`src/rtl/sequencer_for_tdc_v1_sw_28_10_19_pkg.sv`:
```
`default_nettype none
// ============================================================================
// Module      : tdc_seq_pkg
// Description : Shared types and constants for the TDC_V1 test-setup
//               sequencer: state encoding, RAM word tags, window length and
//               the DOUT word packing helper.
// Revision    : 1.0 - initial release
// ============================================================================
package tdc_seq_pkg;

  // Run phases, in the order a run walks through them.
  typedef enum logic [2:0] {
    ST_IDLE    = 3'd0,
    ST_RESET   = 3'd1,
    ST_MEASURE = 3'd2,
    ST_LATCH   = 3'd3,
    ST_READ    = 3'd4,
    ST_SAFF_LO = 3'd5,
    ST_SAFF_HI = 3'd6
  } state_e;

  // Length of the PSTART/PSTOP measure window in clock cycles.
  localparam int MEASURE_CYCLES = 256;

  // Tags in the top bits of each RAM word identify the word type.
  localparam logic       TAG_DOUT    = 1'b0;
  localparam logic [1:0] TAG_SAFF_LO = 2'b10;
  localparam logic [1:0] TAG_SAFF_HI = 2'b11;

  // Readout word: tag, SEL value, four spare zeros, then the 7-bit DOUT.
  function automatic logic [15:0] dout_word(input logic [3:0] sel, input logic [6:0] dout);
    return {TAG_DOUT, sel, 4'b0000, dout};
  endfunction

  // Low SAFF word carries bits 13:0.
  function automatic logic [15:0] saff_lo_word(input logic [20:0] saff);
    return {TAG_SAFF_LO, saff[13:0]};
  endfunction

  // High SAFF word carries bits 20:14, zero padded.
  function automatic logic [15:0] saff_hi_word(input logic [20:0] saff);
    return {TAG_SAFF_HI, 7'b0000000, saff[20:14]};
  endfunction

endpackage
`default_nettype wire

```
`src/rtl/sequencer_for_tdc_v1_sw_28_10_19_pulse_gen.sv`:
```
`default_nettype none
// ============================================================================
// Module      : tdc_pulse_gen
// Description : Measure-window counter with PSTART/PSTOP compare-and-hold.
//               The counter runs 0..255 while the window is open; each pulse
//               rises on the cycle its threshold is reached and holds until
//               the window closes.
// Revision    : 1.0 - initial release
// ============================================================================
module tdc_pulse_gen (
  input  logic       clk,
  input  logic       reset,
  input  logic       win_now_i,    // window open in the current cycle
  input  logic       win_next_i,   // window open in the next cycle
  input  logic [7:0] t_start_i,
  input  logic [7:0] t_stop_i,
  output logic [7:0] count_o,
  output logic       pstart_o,
  output logic       pstop_o
);

  logic [7:0] count_q, count_d;
  logic       pstart_q, pstart_d;
  logic       pstop_q, pstop_d;

  // Next count restarts at 0 on window entry; pulses compare against the
  // count of the coming cycle so the registered outputs line up with it.
  always_comb begin
    count_d  = 8'd0;
    pstart_d = 1'b0;
    pstop_d  = 1'b0;
    if (win_next_i) begin
      count_d  = win_now_i ? (count_q + 8'd1) : 8'd0;
      pstart_d = (win_now_i & pstart_q) | (count_d == t_start_i);
      pstop_d  = (win_now_i & pstop_q)  | (count_d == t_stop_i);
    end
  end

  // Window counter and pulse registers.
  always_ff @(posedge clk or posedge reset) begin
    if (reset) begin
      count_q  <= 8'd0;
      pstart_q <= 1'b0;
      pstop_q  <= 1'b0;
    end else begin
      count_q  <= count_d;
      pstart_q <= pstart_d;
      pstop_q  <= pstop_d;
    end
  end

  assign count_o  = count_q;
  assign pstart_o = pstart_q;
  assign pstop_o  = pstop_q;

endmodule
`default_nettype wire

```
`src/rtl/sequencer_for_tdc_v1_sw_28_10_19.sv`:
```
`default_nettype none
// ============================================================================
// Module      : sequencer_for_tdc_v1_sw_28_10_19
// Description : Run sequencer for the TDC_V1 chip. Resets the chip, fires
//               PSTART/PSTOP inside a 256-cycle window, latches SAFF, scans
//               DOUT over all SEL values and streams 18 tagged words out.
// Revision    : 1.0 - initial release
// ============================================================================
module sequencer_for_tdc_v1_sw_28_10_19
  import tdc_seq_pkg::*;
#(
  parameter int RES_CYCLES    = 4,
  parameter int NUM_SEL       = 16,
  parameter int SETTLE_CYCLES = 2
) (
  input  logic        clk,
  input  logic        reset,
  input  logic        run_sequencer,
  input  logic [7:0]  t_start_coarse,
  input  logic [7:0]  t_stop_coarse,
  output logic        ready_flag,
  output logic        measure_flag,
  output logic        write,
  output logic [15:0] data,
  output logic [3:0]  SEL,
  output logic        PSTART,
  output logic        PSTOP,
  output logic        RES,
  input  logic [6:0]  DOUT,
  input  logic [20:0] SAFF
);

  localparam logic [7:0] C_RES_LAST    = 8'(RES_CYCLES - 1);
  localparam logic [7:0] C_SETTLE_LAST = 8'(SETTLE_CYCLES);
  localparam logic [3:0] C_SEL_LAST    = 4'(NUM_SEL - 1);
  localparam logic [7:0] C_WIN_LAST    = 8'(MEASURE_CYCLES - 1);

  state_e      state_q, state_d;
  logic [7:0]  cnt_q, cnt_d;        // RESET length / READ settle+write phase
  logic [3:0]  k_q, k_d;            // SEL value being read out
  logic [7:0]  tstart_q, tstart_d;
  logic [7:0]  tstop_q, tstop_d;
  logic [20:0] saff_q;

  logic        ready_q, ready_d;
  logic        meas_q, meas_d;
  logic        res_q, res_d;
  logic        write_q, write_d;
  logic [15:0] data_q, data_d;
  logic [3:0]  sel_q, sel_d;

  logic [7:0]  win_count;
  logic        win_now, win_next;

  assign win_now  = (state_q == ST_MEASURE);
  assign win_next = (state_d == ST_MEASURE);

  tdc_pulse_gen u_pulse_gen (
    .clk        (clk),
    .reset      (reset),
    .win_now_i  (win_now),
    .win_next_i (win_next),
    .t_start_i  (tstart_q),
    .t_stop_i   (tstop_q),
    .count_o    (win_count),
    .pstart_o   (PSTART),
    .pstop_o    (PSTOP)
  );

  // Next-state, counters and run-parameter capture.
  always_comb begin
    state_d  = state_q;
    cnt_d    = cnt_q;
    k_d      = k_q;
    tstart_d = tstart_q;
    tstop_d  = tstop_q;
    unique case (state_q)
      ST_IDLE: begin
        if (run_sequencer) begin
          state_d  = ST_RESET;
          cnt_d    = 8'd0;
          tstart_d = t_start_coarse;
          tstop_d  = t_stop_coarse;
        end
      end
      ST_RESET: begin
        if (cnt_q == C_RES_LAST) begin
          state_d = ST_MEASURE;
          cnt_d   = 8'd0;
        end else begin
          cnt_d = cnt_q + 8'd1;
        end
      end
      ST_MEASURE: begin
        if (win_count == C_WIN_LAST) state_d = ST_LATCH;
      end
      ST_LATCH: begin
        state_d = ST_READ;
        cnt_d   = 8'd0;
        k_d     = 4'd0;
      end
      ST_READ: begin
        // Phases 0..SETTLE-1 settle, phase SETTLE is the write cycle.
        if (cnt_q == C_SETTLE_LAST) begin
          cnt_d = 8'd0;
          if (k_q == C_SEL_LAST) state_d = ST_SAFF_LO;
          else                   k_d     = k_q + 4'd1;
        end else begin
          cnt_d = cnt_q + 8'd1;
        end
      end
      ST_SAFF_LO: state_d = ST_SAFF_HI;
      ST_SAFF_HI: state_d = ST_IDLE;
      default:    state_d = ST_IDLE;
    endcase
  end

  // Output values for the coming cycle, decoded from the next state so the
  // registered pins line up exactly with the phase they belong to.
  always_comb begin
    ready_d = (state_d == ST_IDLE);
    meas_d  = (state_d == ST_MEASURE);
    res_d   = (state_d == ST_RESET);
    sel_d   = (state_d == ST_READ) ? k_d : 4'd0;
    write_d = 1'b0;
    data_d  = data_q;
    if ((state_d == ST_READ) && (cnt_d == C_SETTLE_LAST)) begin
      write_d = 1'b1;
      data_d  = dout_word(k_d, DOUT);
    end else if (state_d == ST_SAFF_LO) begin
      write_d = 1'b1;
      data_d  = saff_lo_word(saff_q);
    end else if (state_d == ST_SAFF_HI) begin
      write_d = 1'b1;
      data_d  = saff_hi_word(saff_q);
    end
  end

  // State register.
  always_ff @(posedge clk or posedge reset) begin
    if (reset) state_q <= ST_IDLE;
    else       state_q <= state_d;
  end

  // Counters, captured thresholds and the SAFF snapshot taken in LATCH.
  always_ff @(posedge clk or posedge reset) begin
    if (reset) begin
      cnt_q    <= 8'd0;
      k_q      <= 4'd0;
      tstart_q <= 8'd0;
      tstop_q  <= 8'd0;
      saff_q   <= 21'd0;
    end else begin
      cnt_q    <= cnt_d;
      k_q      <= k_d;
      tstart_q <= tstart_d;
      tstop_q  <= tstop_d;
      if (state_q == ST_LATCH) saff_q <= SAFF;
    end
  end

  // Registered output pins.
  always_ff @(posedge clk or posedge reset) begin
    if (reset) begin
      ready_q <= 1'b1;
      meas_q  <= 1'b0;
      res_q   <= 1'b0;
      write_q <= 1'b0;
      data_q  <= 16'd0;
      sel_q   <= 4'd0;
    end else begin
      ready_q <= ready_d;
      meas_q  <= meas_d;
      res_q   <= res_d;
      write_q <= write_d;
      data_q  <= data_d;
      sel_q   <= sel_d;
    end
  end

  assign ready_flag   = ready_q;
  assign measure_flag = meas_q;
  assign RES          = res_q;
  assign write        = write_q;
  assign data         = data_q;
  assign SEL          = sel_q;

endmodule
`default_nettype wire

```
`config.mk`:
```
export PLATFORM = sky130hd
export DESIGN_NAME = sequencer_for_tdc_v1_sw_28_10_19
export DESIGN_NICKNAME = d
export VERILOG_FILES = /design/src/rtl/sequencer_for_tdc_v1_sw_28_10_19_pkg.sv /design/src/rtl/sequencer_for_tdc_v1_sw_28_10_19_pulse_gen.sv /design/src/rtl/sequencer_for_tdc_v1_sw_28_10_19.sv
export SDC_FILE = /design/constraint.sdc
export NUM_CORES = 1
export LEC_CHECK = 0
export BUFFER_PORTS_ARGS = -buffer_cell sky130_fd_sc_hd__buf_4
export CAP_MARGIN = 20
export CELL_PAD_IN_SITES_DETAIL_PLACEMENT = 0
export CELL_PAD_IN_SITES_GLOBAL_PLACEMENT = 1
export CORE_UTILIZATION = 39
export CTS_CLUSTER_DIAMETER = 50
export DETAILED_ROUTE_END_ITERATION = 12
export PLACE_DENSITY_LB_ADDON = 0.1
export SLEW_MARGIN = 40
export SYNTH_ARGS = -nofsm -noshare
export SYNTH_HDL_FRONTEND = slang
export SYNTH_SLANG_ARGS = --single-unit
```
`constraint.sdc`:
```
create_clock -name clk -period 2.6 [get_ports clk]
set_clock_uncertainty 0.05 [all_clocks]
set_input_delay 0.52 -clock clk [delete_from_list [all_inputs] [get_ports clk]]
set_output_delay 0.52 -clock clk [all_outputs]
set_load 0.05 [all_outputs]
```
== Word-level counts from Yosys, hierarchy flattened ==
Index checks and enable logic that the tools add are counted.
Storage, ports and cells
  bits in latches: 0
  memory bits (read-only): 0
  memory bits (writable): 0
  output and inout port bits: 26
  memories: 0
  register bits: 86
  input bits: 47
Operators by class
  reduce and logical (&&, ||, !) cells: 5
  mux-type cells: 24
  shifts and indexed selects: 0
  bitwise operators: 4
  equality and inequality tests: 17
  magnitude comparators: 0
  div/mod/pow operators: 0
  $add $sub $neg: 3
  $mul: 0
Operator list (number)
  two-way mux 16 bit: 3
  two-way mux 8 bit: 5
  case mux 8 bit (4 select lines): 1
  equality test 8 x 2 -> 1 bit (second input constant): 3
  case mux 3 bit (6 select lines): 1
  adder 8 x 1 -> 8 bit (second input constant): 2
  equality test 8 bit: 2
  equality test 3 bit (second input constant): 5
  two-way mux 3 bit: 5
  two-way mux 4 bit: 3
  equality test 3 x 2 -> 1 bit (second input constant): 3
  equality test 8 bit (second input constant): 1
  case mux 4 bit (2 select lines): 1
  equality test 3 x 1 -> 1 bit (second input constant): 2
  logical NOT 3 bit: 2
  two-way mux 1 bit: 5
  adder 4 x 1 -> 4 bit (second input constant): 1
  equality test 4 bit (second input constant): 1
  nonzero test 3 bit: 1
  AND 1 bit: 2
  OR 1 bit: 2
  AND reduction 2 bit: 1
  logical AND 1 bit: 1

== Depth between registers and ports, before layout ==
  depth in word-level cells: 8
  mapped depth: 10
  mapped depth without buffers: 9

== Cells and area by module ==
From an unflattened synthesis, not the netlist that was laid out.
Second synthesis, totals
  cells, all modules: 384
  area, all modules: 4282.9 um^2
Modules (own cells, without submodules)
  sequencer_for_tdc_v1_sw_28_10_19: area an instance 3479.6 um^2, seq. area each 1903.1 um^2, times used 1, cells each 285
  tdc_pulse_gen: area an instance 803.3 um^2, seq. area each 250.2 um^2, times used 1, cells each 99

== Worst setup path after synthesis ==
OpenSTA, ideal clock, no wires.
  path type: flip-flop to flip-flop
  start: reg cnt_q[0]
  end: reg data_q[13], in the netlist data[13]
  stages on the path, launching flop included: 10
  setup time: 0.126 ns
  clock period less this slack: 2.515 ns
  data arrival time: 2.339 ns
  required time: 2.424 ns
  path slack: 0.085 ns
  cells stage by stage: dfrtp_1 inv_1 ha_1 nor3b_1 a21boi_2 o21ai_2 o32a_1 nor4b_4 nor2_2 a221o_1
On the way
  cells in the longest elaborated chain, start to end: 6
  elaborated cells on any way between the ends: 20
  those cells by class: add/sub (1); eq/ne (6); mux (11); reduce/logical (2)
Ends and longest elaborated chain
  from (decl): line sequencer_for_tdc_v1_sw_28_10_19.sv:39  | logic [7:0] cnt_q, cnt_d;
  from (signal assigned): line sequencer_for_tdc_v1_sw_28_10_19.sv:154  | cnt_q <= cnt_d;
  adder 8 x 1 -> 8 bit, or another cell as far along: line sequencer_for_tdc_v1_sw_28_10_19.sv:91, sequencer_for_tdc_v1_sw_28_10_19.sv:109
  two-way mux 8 bit, or another cell as far along: line sequencer_for_tdc_v1_sw_28_10_19.sv:104  | if (cnt_q == C_SETTLE_LAST) begin
  case mux 8 bit (4 select lines) / case mux 3 bit (6 select lines) (equally long branches): line sequencer_for_tdc_v1_sw_28_10_19.sv:77  | unique case (state_q)
  equality test 8 x 2 -> 1 bit, or another cell as far along: line sequencer_for_tdc_v1_sw_28_10_19.sv:127  | if ((state_d == ST_READ) && (cnt_d == C_SETTLE_LAST)) begin
  logical AND 1 bit / two-way mux 16 bit (equally long branches): line sequencer_for_tdc_v1_sw_28_10_19.sv:127, sequencer_for_tdc_v1_sw_28_10_19.sv:130
  nonzero test 3 bit (no line) / two-way mux 16 bit (equally long branches)
  to (signal assigned): line sequencer_for_tdc_v1_sw_28_10_19.sv:176  | data_q <= data_d;
  to (decl): line sequencer_for_tdc_v1_sw_28_10_19.sv:49  | logic [15:0] data_q, data_d;
Several ways; a longest one is shown, not always the timed one.
A chain may end at the register's enable or synchronous reset.

== Worst setup path in the final report ==
  start: reg cnt_q[1]
  end: reg data_q[13], in the netlist data[13]
The elaborated chain is that of the path after synthesis.

==> results.md <==
- Critical path data required time: between 2 and 3 ns
- Fmax: 402.8 MHz
- Met2 WL: between 4000 and 5000 um
- Post-Syn Instances: ~420
- DP Worst Slack: about 0.10 ns
- Pwr Density: 1040 nW/um^2
- Initial antenna violation count: 0
- Commonest non-fill, non-tap cells in the layout: 109 x nand2_1, 99 x buf_4, 83 x dfrtp_1
- Final setup violation count: 0
- TritonCTS Sinks: 86
- Die width: ~100 um
- Deepest clock path buffer count: 2
- Routability Congestion: ~0.86
- Register area share after synthesis: 0.5233
- Largest net degree at the start of global routing: between 40 and 50
- I/O pin cnt: 73
- Met3 wire len: between 400 and 500 um
- Post-synth ARST share: 1.000
- Fin crit share: 0.9548
- Hpwl dp: just under 7000 um
- Fin. max-slew vios: 0
- Share of total power in the clock network: 0.157
- Antenna cell count: 0
- Initial DRT Pass Iterations: 4
- Fin util: 0.5038
- Combinational Power Share: 0.445
- WL/cell: 14.58 um
- Core Rows: 37
- CP startpoint: cnt_q[1]$_DFF_PP0_
- Uppermost routed layer: met4
- Worst Tran Pin Value: approximately 0.58 ns
- Syn_nets: 467
- Leakage: around 2.5 nW
- Worst path slowest cell: dfrtp_1
- DR iter-0 viols: 160
- Synth warn: 0
- Most used DFF post-synth: dfrtp_1
- First-pass GRT wire length: between 15,000 and 20,000 um
- Arr. time, crit path: roughly 2.7 ns
- Sw Ratio: 0.4032
- Share of cells above drive strength 1: 0.2984
- Worst flop-to-flop path startpoint: cnt_q[1]$_DFF_PP0_
- M1 WL: approximately 4400 um
- Max incr delay on CP: approximately 0.41 ns
- Syn avg cell area: slightly below 10 sq um
- Final min period: 2.483 ns
- Core Box Area: 10,280 sq um
- Vias in the first global route: between 3,000 and 4,000
- Routed vias/inst: 5.035
- CP delay by family, top: simple AND/OR/NAND/NOR gates
- Drt total wl: around 9500 um
- Area grow syn2layout: 25.81%
- Max IR drop VDD: between 0.4 and 0.5 mV
- Root buffer cell: clkbuf_8
- Total CTS buffers: 9
- Total Die Area: 10,970 sq um
- Pint: around 0.0032 W
- Sw Pwr: between 0.002 and 0.0025 W
- Critical Path Fanout Max: 9
- Cell Chain, Critical Path: ha_1 -> buf_4 -> nand3_1 -> or3_1 -> nand4_1 -> a21oi_1 -> or3b_1 -> nor2_2 -> buf_4 -> a221o_1
- Status: finished, final reports clean
- Post-CTS setup buffer count: 0
- Hold-fix buffers, CTS: 0
- IO Port Bufs: 72
- CTS tree: built
- Total vias in the final route: approximately 3,300
- Initial core utilization: 0.4004
- Nets: 563
- Hold WC Path Type: in2async
- CP Class: reg2reg
- Synthesized area: 4115 sq um
- Leading cell type in the layout, fill and taps excluded: nand2_1
- Count of cell types in the netlist: 56
- Grt total ovfl: 0
- EDFF count, synth: 0
- Hold Vio Cnt, Final: 0
- Post_cts resized: 0
- Cell mode on critical path: buf_4
- DRC violations left: 0
- Final ANT Viol Nets: 0
- Clock transition at path regs: roughly 0.090 ns
- Clk Latency, worst-skew pair: between 0.3 and 0.4 ns
- Endpoint type of the worst setup path: register
- Buf+Inv Stages, Crit Path: 2
- CP Launch Type: register
- # H-tree levels: 3
- Maxcap violations: 0
- Relative slew slack: 0.6155
- Die H: 104.7 um
- Final setup margin: about 0.12 ns
- Seq pwr share: 0.398
- Fillers: about 1,000
- FF+latch count, synth: 86
- Overall routing resource usage: 0.1890
[sequential cells by signal, summed over array words and instances, names as in the netlist]
name	count
measure_flag	1
u_pulse_gen.pstop_o	1
RES	1
ready_flag	1
tstop_q	8
saff_q	21
state_q	3
tstart_q	8
data	16
cnt_q	8
u_pulse_gen.count_o	8
SEL	4
write	1
u_pulse_gen.pstart_o	1
k_q	4
[cell families (layout without fill, tap and decap cells)]
logic type / after synthesis / after routing / synth area share
mux: 20 / 20 / 0.05351
simple gates: 194 / 194 / 0.2356
fa+ha+maj: 4 / 4 / 0.01216
buf+inv: 27 / 127 / 0.03071
compound gates: 65 / 65 / 0.1022
flops: 86 / 86 / 0.5233
xor+xnor: 20 / 20 / 0.04257
[layout make-up]
class                      count  area, sq um  area share
timing repair buffer         102        794.5      0.1535
sequential                    86         2156      0.4164
tap                          136        170.2     0.03287
inverter                      10        41.29    0.007975
clock inverter                 5        33.78    0.006525
multi-input combinational    303         1844      0.3562
clock buffer                  10        137.6     0.02658
[cells in the mapped netlist, drive strengths merged (4+ instances only)]
master / count / area share
a21oi: 22 / 0.027
a31oi: 4 / 0.0061
and3: 7 / 0.011
buf: 6 / 0.012
clkbuf: 11 / 0.010
dfrtp: 85 / 0.52
ha: 4 / 0.012
inv: 10 / 0.0091
mux2: 16 / 0.044
mux2i: 4 / 0.0097
nand2: 109 / 0.099
nand3: 11 / 0.013
nand4: 7 / 0.011
nor2: 17 / 0.019
nor2b: 7 / 0.011
nor3: 6 / 0.0073
nor3b: 5 / 0.010
nor4: 4 / 0.0097
o21ai: 22 / 0.028
xnor2: 5 / 0.011
xor2: 15 / 0.032
[power by group through the flow]
stage	clock network, W	registers (W)	logic (W)
after floorplan	0	0.00247	0.00131
after global placement	0	0.00216	0.00238
after detailed placement	0	0.00217	0.00241
after CTS	0.000881	0.00214	0.00242
after global routing	0.000940	0.00221	0.00264
final	0.000845	0.00214	0.00240
[stage by stage]
stage                     cell area (sq um)  total power [W]  instances  hold WS [ns]  setup TNS, ns
after floorplan                        4119         0.003777        416        0.3874              0
after global placement                 4991         0.004545        637        0.4105              0
after detailed placement               4991         0.004576        637        0.4129              0
after CTS                              5162         0.005439        652        0.1668              0
after global routing                   5177         0.005784        652        0.1796      -0.001013
final                                  5177         0.005383        652        0.1581              0
[worst paths after layout]
path / end / slack, ns / cells after the start
setup reg to reg: data[13]$_DFFE_PP0P_ / 0.12 / 10
setup / recovery: data[13]$_DFFE_PP0P_ / 0.12 / 10
max in group asynchronous: ready_flag$_DFF_PP1_ / 1.76 / 3
min in group clk: saff_q[1]$_DFFE_PP0P_ / 0.29 / 3
hold / removal: u_pulse_gen.pstop_o$_DFF_PP0_ / 0.16 / 2
hold reg to reg: saff_q[0]$_DFFE_PP0P_ / 0.43 / 2
[routing by layer]
metal | vias to the layer above | GRT usage
met5 | - | 0
met4 | 0 | 0.06237
met3 | 13 | 0.04803
met2 | 78 | 0.2923
met1 | 1585 | 0.2586
li1 | 1607 | -
No activity file was read; power rests on OpenSTA's default activity.
